File: src/rtl/freq_meter_multi.sv
`timescale 1ns/1ps
// freq_meter_multi
// Multi-channel gated frequency counter. Counts rising edges on NUM_CH
// asynchronous inputs over a shared window of GATE_CYCLES clocks, then
// streams one result per channel over a valid/ready interface.
//
// Ports:
//   clk, rst     - system clock, synchronous active-high reset
//   sig_in       - asynchronous test inputs, bit i = channel i
//   start        - single-cycle request for one measurement (ignored while busy)
//   continuous   - level; re-arm automatically after each drain
//   busy         - high while gating or draining
//   m_valid      - result valid
//   m_ready      - downstream accept
//   m_chan       - channel index of the current result
//   m_count      - rising-edge count for that channel (saturating)
//   m_ovf        - count saturated during the gate
//   m_last       - high with the result for channel NUM_CH-1
module freq_meter_multi #(
    parameter int NUM_CH      = 4,
    parameter int CNT_W       = 32,
    parameter int GATE_CYCLES = 50_000_000,
    parameter int SYNC_STAGES = 2,
    localparam int CH_W       = (NUM_CH > 1) ? $clog2(NUM_CH) : 1
) (
    input  logic              clk,
    input  logic              rst,
    input  logic [NUM_CH-1:0] sig_in,
    input  logic              start,
    input  logic              continuous,
    output logic              busy,
    output logic              m_valid,
    input  logic              m_ready,
    output logic [CH_W-1:0]   m_chan,
    output logic [CNT_W-1:0]  m_count,
    output logic              m_ovf,
    output logic              m_last
);

    // Gate counter only ever needs to reach GATE_CYCLES-1.
    localparam int                GATE_W    = $clog2(GATE_CYCLES);
    localparam logic [GATE_W-1:0] GATE_LAST = GATE_W'(GATE_CYCLES - 1);
    localparam logic [CH_W-1:0]   LAST_CH   = CH_W'(NUM_CH - 1);

    typedef enum logic [1:0] {
        IDLE  = 2'd0,
        GATE  = 2'd1,
        DRAIN = 2'd2
    } state_t;

    state_t                             state_r;
    logic [SYNC_STAGES-1:0][NUM_CH-1:0] sync_r;
    logic [NUM_CH-1:0]                  hist_r;
    logic [NUM_CH-1:0]                  rise_s;
    logic [GATE_W-1:0]                  gate_cnt_r;
    logic [CNT_W-1:0]                   cnt_r     [NUM_CH];
    logic [NUM_CH-1:0]                  ovf_r;
    logic [CNT_W-1:0]                   cnt_nxt_s [NUM_CH];
    logic [NUM_CH-1:0]                  ovf_nxt_s;
    logic [CNT_W-1:0]                   sh_cnt_r  [NUM_CH];
    logic [NUM_CH-1:0]                  sh_ovf_r;
    logic [CH_W-1:0]                    chan_nxt_s;

    // Saturating increment; result is {ovf, count}. An edge arriving at
    // all-ones is lost, so the count holds and the overflow flag sets.
    function automatic logic [CNT_W:0] sat_inc(input logic [CNT_W-1:0] cnt,
                                               input logic             ovf,
                                               input logic             inc);
        logic [CNT_W:0] res;
        if (!inc) begin
            res = {ovf, cnt};
        end else if (&cnt) begin
            res = {1'b1, cnt};
        end else begin
            res = {ovf, cnt + CNT_W'(1'b1)};
        end
        return res;
    endfunction

    // Synchronizer chain plus edge history; free-running in every state so
    // a level already high at gate start never looks like a fresh edge.
    always_ff @(posedge clk) begin
        if (rst) begin
            sync_r <= '0;
            hist_r <= '0;
        end else begin
            sync_r[0] <= sig_in;
            for (int s = 1; s < SYNC_STAGES; s++) begin
                sync_r[s] <= sync_r[s-1];
            end
            hist_r <= sync_r[SYNC_STAGES-1];
        end
    end

    assign rise_s = sync_r[SYNC_STAGES-1] & ~hist_r;

    // Next counter values including this cycle's edge, and next drain index.
    always_comb begin
        for (int i = 0; i < NUM_CH; i++) begin
            {ovf_nxt_s[i], cnt_nxt_s[i]} = sat_inc(cnt_r[i], ovf_r[i], rise_s[i]);
        end
        chan_nxt_s = m_chan + CH_W'(1'b1);
    end

    // Measurement FSM with registered stream outputs.
    always_ff @(posedge clk) begin
        if (rst) begin
            state_r    <= IDLE;
            gate_cnt_r <= '0;
            ovf_r      <= '0;
            sh_ovf_r   <= '0;
            for (int i = 0; i < NUM_CH; i++) begin
                cnt_r[i]    <= '0;
                sh_cnt_r[i] <= '0;
            end
            busy    <= 1'b0;
            m_valid <= 1'b0;
            m_chan  <= '0;
            m_count <= '0;
            m_ovf   <= 1'b0;
            m_last  <= 1'b0;
        end else begin
            case (state_r)
                IDLE: begin
                    if (start || continuous) begin
                        state_r    <= GATE;
                        busy       <= 1'b1;
                        gate_cnt_r <= '0;
                        ovf_r      <= '0;
                        for (int i = 0; i < NUM_CH; i++) begin
                            cnt_r[i] <= '0;
                        end
                    end
                end
                GATE: begin
                    gate_cnt_r <= gate_cnt_r + GATE_W'(1'b1);
                    ovf_r      <= ovf_nxt_s;
                    for (int i = 0; i < NUM_CH; i++) begin
                        cnt_r[i] <= cnt_nxt_s[i];
                    end
                    if (gate_cnt_r == GATE_LAST) begin
                        // Snapshot includes the final gate cycle's edges.
                        sh_ovf_r <= ovf_nxt_s;
                        for (int i = 0; i < NUM_CH; i++) begin
                            sh_cnt_r[i] <= cnt_nxt_s[i];
                        end
                        state_r <= DRAIN;
                        m_valid <= 1'b1;
                        m_chan  <= '0;
                        m_count <= cnt_nxt_s[0];
                        m_ovf   <= ovf_nxt_s[0];
                        m_last  <= (NUM_CH == 1);
                    end
                end
                DRAIN: begin
                    if (m_valid && m_ready) begin
                        if (m_last) begin
                            m_valid <= 1'b0;
                            m_last  <= 1'b0;
                            if (continuous) begin
                                state_r    <= GATE;
                                gate_cnt_r <= '0;
                                ovf_r      <= '0;
                                for (int i = 0; i < NUM_CH; i++) begin
                                    cnt_r[i] <= '0;
                                end
                            end else begin
                                state_r <= IDLE;
                                busy    <= 1'b0;
                            end
                        end else begin
                            m_chan  <= chan_nxt_s;
                            m_count <= sh_cnt_r[chan_nxt_s];
                            m_ovf   <= sh_ovf_r[chan_nxt_s];
                            m_last  <= (chan_nxt_s == LAST_CH);
                        end
                    end
                end
                default: begin
                    state_r <= IDLE;
                    busy    <= 1'b0;
                    m_valid <= 1'b0;
                    m_last  <= 1'b0;
                end
            endcase
        end
    end

endmodule

File: config.mk
export PLATFORM = sky130hd
export DESIGN_NAME = freq_meter_multi
export DESIGN_NICKNAME = d
export VERILOG_FILES = /design/src/rtl/freq_meter_multi.sv
export SDC_FILE = /design/constraint.sdc
export NUM_CORES = 1
export LEC_CHECK = 0
export CORE_AREA = 2 2 252 205
export CTS_CLUSTER_SIZE = 14
export DETAILED_ROUTE_END_ITERATION = 16
export DIE_AREA = 0 0 254 207
export GPL_TIMING_DRIVEN = 1
export SKIP_CTS_REPAIR_TIMING = 1
export SYNTH_ARGS = -nofsm -noshare
export SYNTH_HDL_FRONTEND = slang
export SYNTH_SLANG_ARGS = --single-unit
export TNS_END_PERCENT = 10
File: constraint.sdc
create_clock -name clk -period 4.7 [get_ports clk]
set_input_delay 0.705 -clock clk [delete_from_list [all_inputs] [get_ports clk]]
set_output_delay 0.705 -clock clk [all_outputs]
set_load 0.02 [all_outputs]
==> flow_results.org <==
** Floorplan
- The floorplan step defined a die boundary enclosing 52,600 um2.
- For this configuration, the core starts out at a cell density of 0.345.
- Measured along the y axis, the die boundary spans 207 um.
- Width of the chip :: 254 um
- between 40 and 50 I/O pins were placed.
- Placeable Area :: approximately 50,000 um2
- Placement row count :: 74

** GRT
- Antenna violations before repair :: 5
- Overall track demand over capacity in global routing :: 0.193
- M1 GR Usage :: 0.285
- Entering global routing, the biggest net connects 66 pins.
- After global routing, the most crowded layer is met1.
- For this run, global-route usage on met2 was measured as 0.275.
- For this run the aggregate overflow at the end of global routing stands at 0.
- Vias in the first global route :: around 13,000
- For this run, global-route usage on met3 was measured as 0.0509.
- The first global-routing pass estimated between 70,000 and 80,000 um of wire.

** Route
- Average detailed-routed wire length per instance :: slightly above 20 um
- Total vias in the final route :: roughly 14,000
- Final routed wirelength across all metal layers :: slightly above 50,000 um
- In this run, the number of DRC markers left after iteration 0 of detailed routing was around 1,400.
- Dividing the detail-routed via count by the number of cells gives roughly 5.7.
- The first TritonRoute pass finished after 5 iterations.
- For this run, design rule violations remaining after detail routing come to 0.
- The count of nets left with antenna violations once routing finished came out at 0.

** Clock network
- H-Tree Depth :: 2
- In this run, CTS created clock tree buffers numbering 38.
- TritonCTS clock tree :: done
- Counting along the longest clock path gives a buffer depth of 3.
- Clock insertion delay at the later pin of the skew report :: approximately 0.54 ns
- CTS placed an instance of sky130_fd_sc_hd__clkbuf_16 at the clock tree root.
- Clock tree synthesis found a total of between 300 and 400 sinks.
- Clock-pin slew was measured on the worst setup and hold paths at ~0.06 ns.

** Finish
- Post-layout utilization of the core :: 0.393
- Synthesis-to-layout area growth :: 13.9%
- Fin nets :: between 1,500 and 2,000
- Leading cell types in the layout, fill and taps excluded :: sky130_fd_sc_hd__nor2_1 (230), sky130_fd_sc_hd__dfxtp_1 (181), sky130_fd_sc_hd__edfxtp_1 (160)
- In the final layout, the share of cells above drive strength 1 is 0.0917.
- The library cell used most frequently in the layout, excluding fill and tap cells, is sky130_fd_sc_hd__nor2_1.
- Fill cells in the final layout number roughly 4,900.

** Setup path
- At the worst endpoint, the arrival time is 3.46 ns.
- In this run the critical register-to-register path is captured at sh_cnt_r[0][10].
- The critical path in this run is classified as reg2reg.
- Kind of capture point of the worst setup path :: register
- Along the worst path, the maximum fanout reaches 63.
- Startpoint of the worst-slack reg-to-reg timing path :: gate_cnt_r[20]
- In this design, the stage delay of the slowest critical-path cell is 0.64 ns.
- The worst setup path is launched from a register.
- Cell repeated most along the worst path :: sky130_fd_sc_hd__buf_4
- Crit path max-delay cell type :: sky130_fd_sc_hd__a211oi_1
- Chain of cells forming the critical path :: and4_1 > nand3_1 > nor4_1 > buf_4 > nand2_4 > buf_4 > a211oi_1
- Number of cells on the worst reg-to-reg path :: 7
- Critical Path RT :: around 4.9 ns
- Across all register-to-register paths, the minimum setup slack is between 1 and 1.5 ns.

** Min path
- Along the worst hold path, the cell count comes to 1.
- The worst hold path terminates at sync_r[4].
- Hold path startpoint :: sync_r[0]
- In this run the worst hold path is classified as reg2reg.

** Placement
- Input/output buffers :: between 40 and 50
- Detailed placement finished with a half-perimeter wire length of 35,400 um.
- At the end of routability-driven placement, the weighted congestion stood at approximately 0.88.

** Power and ir drop
- Power share of the clock group :: 0.471
- Summed over all cells, the static leakage comes to 0.00616 uW.
- Cell internal power was estimated by the tool at just over 5000 uW.
- Total power consumption of the routed design :: 6620 uW
- Of the total power, registers draw 0.491.
- Of the total power, the share spent switching nets is 0.225.
- Total power per unit cell area :: between 300 and 400 nW/um2
- NetSw :: around 1500 uW
- Combinational group share of total power :: 0.038
- Peak supply drop :: between 0.2 and 0.25 mV

** Timing
- Summed over all failing endpoints, the final setup total negative slack is 0 ns.
- Achievable frequency :: 0.311 GHz
- The number of endpoints with negative hold slack in the final report is 0.
- On the final layout, the worst clock skew is around 0.024 ns.
- In the finished design, the share of the clock period the worst path needs comes to 0.685.
- RSZ-0062 raised after global routing :: no
- Worst hold slack :: around 0.44 ns
- Remaining max-slew budget at the tightest pin :: 0.0807
- Setup-failing EPs final :: 0
- Number of slew-limit violations in the final report :: 0
- Actual slew at the worst max-slew pin :: between 1 and 1.5 ns
- The worst path needs about 3.2 ns of the cycle, external delays included.

** Logic synthesis
- During synthesis, Yosys emitted a total of 0 warnings.
- The synthesized design contains 160 enable-type register cells.
- Post-synthesis sequential element count :: between 300 and 400
- Post-Synth XOR/XNOR Area :: 0.0667
- Of the total synthesized cell area, the portion taken by AND, OR, NAND and NOR gates is 0.212.
- Average size of a mapped cell :: about 10 um2
- The mapped netlist covers between 15,000 and 20,000 um2.
- Of the synthesized area, sequential elements account for 0.488.
- Net count of the mapped netlist :: 1,798
- The area fraction in compound gates after synthesis was 0.145.
- Among all flip-flop cells after synthesis, the most frequent one is sky130_fd_sc_hd__dfxtp_1.
- Of the total synthesized cell area, the portion taken by full adders, half adders and majority gates is 0.00433.
- Yosys mapped the design onto 78 distinct sky130hd cell types.
- By area, the combinational part of the netlist is dominated by simple AND/OR/NAND/NOR gates.
- Synthesized instance count :: approximately 1,800
- Async set-or-reset flop fraction in the synthesized netlist :: 0
- Mux share of post-synthesis cell area :: 0.0481

** Job
- The tool flagged a number of max-cap violations equal to 0.

** Outcome
- Status :: finished, final reports clean
## Yosys cell counts (7+ instances only)
| library cell | n | area (um2) |
|---|---|---|
| sky130_fd_sc_hd__and4_1 | 28 | 245 |
| sky130_fd_sc_hd__inv_1 | 29 | 109 |
| sky130_fd_sc_hd__dfxtp_1 | 182 | 3640 |
| sky130_fd_sc_hd__edfxtp_1 | 160 | 4800 |
| sky130_fd_sc_hd__xor2_1 | 59 | 517 |
| sky130_fd_sc_hd__mux4_2 | 33 | 743 |
| sky130_fd_sc_hd__and2_1 | 9 | 56.3 |
| sky130_fd_sc_hd__nand2_1 | 144 | 541 |
| sky130_fd_sc_hd__a32oi_1 | 7 | 61.3 |
| sky130_fd_sc_hd__clkbuf_1 | 99 | 372 |
| sky130_fd_sc_hd__a21o_1 | 12 | 90.1 |
| sky130_fd_sc_hd__mux2i_1 | 9 | 90.1 |
| sky130_fd_sc_hd__a31oi_1 | 37 | 231 |
| sky130_fd_sc_hd__o31ai_1 | 26 | 195 |
| sky130_fd_sc_hd__nand4_1 | 53 | 332 |
| sky130_fd_sc_hd__nand2b_1 | 9 | 56.3 |
| sky130_fd_sc_hd__xnor2_1 | 73 | 639 |
| sky130_fd_sc_hd__a21oi_1 | 81 | 405 |
| sky130_fd_sc_hd__nor4_1 | 24 | 150 |
| sky130_fd_sc_hd__a211oi_1 | 21 | 158 |
| sky130_fd_sc_hd__nor2_1 | 233 | 875 |
| sky130_fd_sc_hd__nor2b_1 | 21 | 131 |
| sky130_fd_sc_hd__nand3_1 | 72 | 360 |
| sky130_fd_sc_hd__or3_1 | 23 | 144 |
| sky130_fd_sc_hd__a2111oi_0 | 10 | 87.6 |
| sky130_fd_sc_hd__o21ai_0 | 112 | 561 |
| sky130_fd_sc_hd__nor3_1 | 33 | 165 |
| sky130_fd_sc_hd__buf_2 | 19 | 95.1 |
| sky130_fd_sc_hd__and3_1 | 36 | 225 |
## power by group through the flow
stage	registers, uW	clock network, uW	logic (uW)
6_report	3250	3120	252
5_1_grt	3260	3280	276
4_1_cts	3250	3180	251
3_5_place_dp	3310	0	251
3_3_place_gp	3310	0	247
2_1_floorplan	3290	0	167
## critical path, delay by kind of cell, from the launching register on
| family | cells | cell delay (ns) |
|---|---|---|
| and+or+nand+nor | 4 | 1.11 |
| DFF | 1 | 0.41 |
| AOI/OAI and AO/OA | 1 | 0.64 |
| buffers and inverters | 2 | 0.69 |
## cell families (layout without fill, tap and decap cells)
group / Yosys count / count (layout)
and+or+nand+nor: 727 / 727
AOI/OAI and AO/OA: 377 / 377
DFF: 342 / 342
buffers and inverters: 157 / 174
xor gates and xnor gates: 132 / 132
muxes: 42 / 42
adders and majority gates: 6 / 6
other: 0 / 1
## metal layers
| metal | up-vias | part of all wire |
|---|---|---|
| met5 | - | 0.00025 |
| met4 | 2 | 0.027 |
| met3 | 83 | 0.11 |
| met2 | 630 | 0.42 |
| met1 | 6817 | 0.45 |
| li1 | 6591 | - |
## per-stage QoR
step / cell area, um2 / worst slack [ns] / cells
final: 19700 / 1.48 / 2485
after global routing: 19700 / 1.18 / 2484
after CTS: 19700 / 1.56 / 2484
after detailed placement: 18500 / 1.45 / 2415
after global placement: 18500 / 1.46 / 2415
after floorplan: 17300 / 0.354 / 1783
## final cells by class
type	instances	area [um2]	share of cell area
Clock buffer	46	1000	0.0508
Tap cell	684	856	0.0434
Sequential cell	342	8450	0.428
Inverter	29	111	0.00564
Clock inverter	23	273	0.0138
Timing Repair Buffer	76	743	0.0376
Antenna cell	1	2.50	0.000127
Multi-Input combinational cell	1284	8300	0.421
## worst max-delay path by stage
| stage | start | to | slack [ns] | depth (start not counted) |
|---|---|---|---|---|
| global route | gate_cnt_r[0] | sh_cnt_r[0][10] | 1.18 | 7 |
| floorplan | gate_cnt_r[9] | sh_cnt_r[0][0] | 0.35 | 5 |
| CTS | gate_cnt_r[20] | sh_cnt_r[0][10] | 1.56 | 7 |
| global placement | start | cnt_r[0][0] | 1.46 | 10 |
| finish | gate_cnt_r[20] | sh_cnt_r[0][10] | 1.48 | 7 |
| detailed placement | start | cnt_r[0][1] | 1.45 | 9 |
## sequential cells by signal, indices dropped and copies added (netlist names), 2 cells and up
name        flops
cnt_r         128
sh_cnt_r      128
m_count        32
gate_cnt_r     26
sync_r          8
hist_r          4
ovf_r           4
sh_ovf_r        4
m_chan          2
state_r         2
No activity file was read; power rests on OpenSTA's default activity.
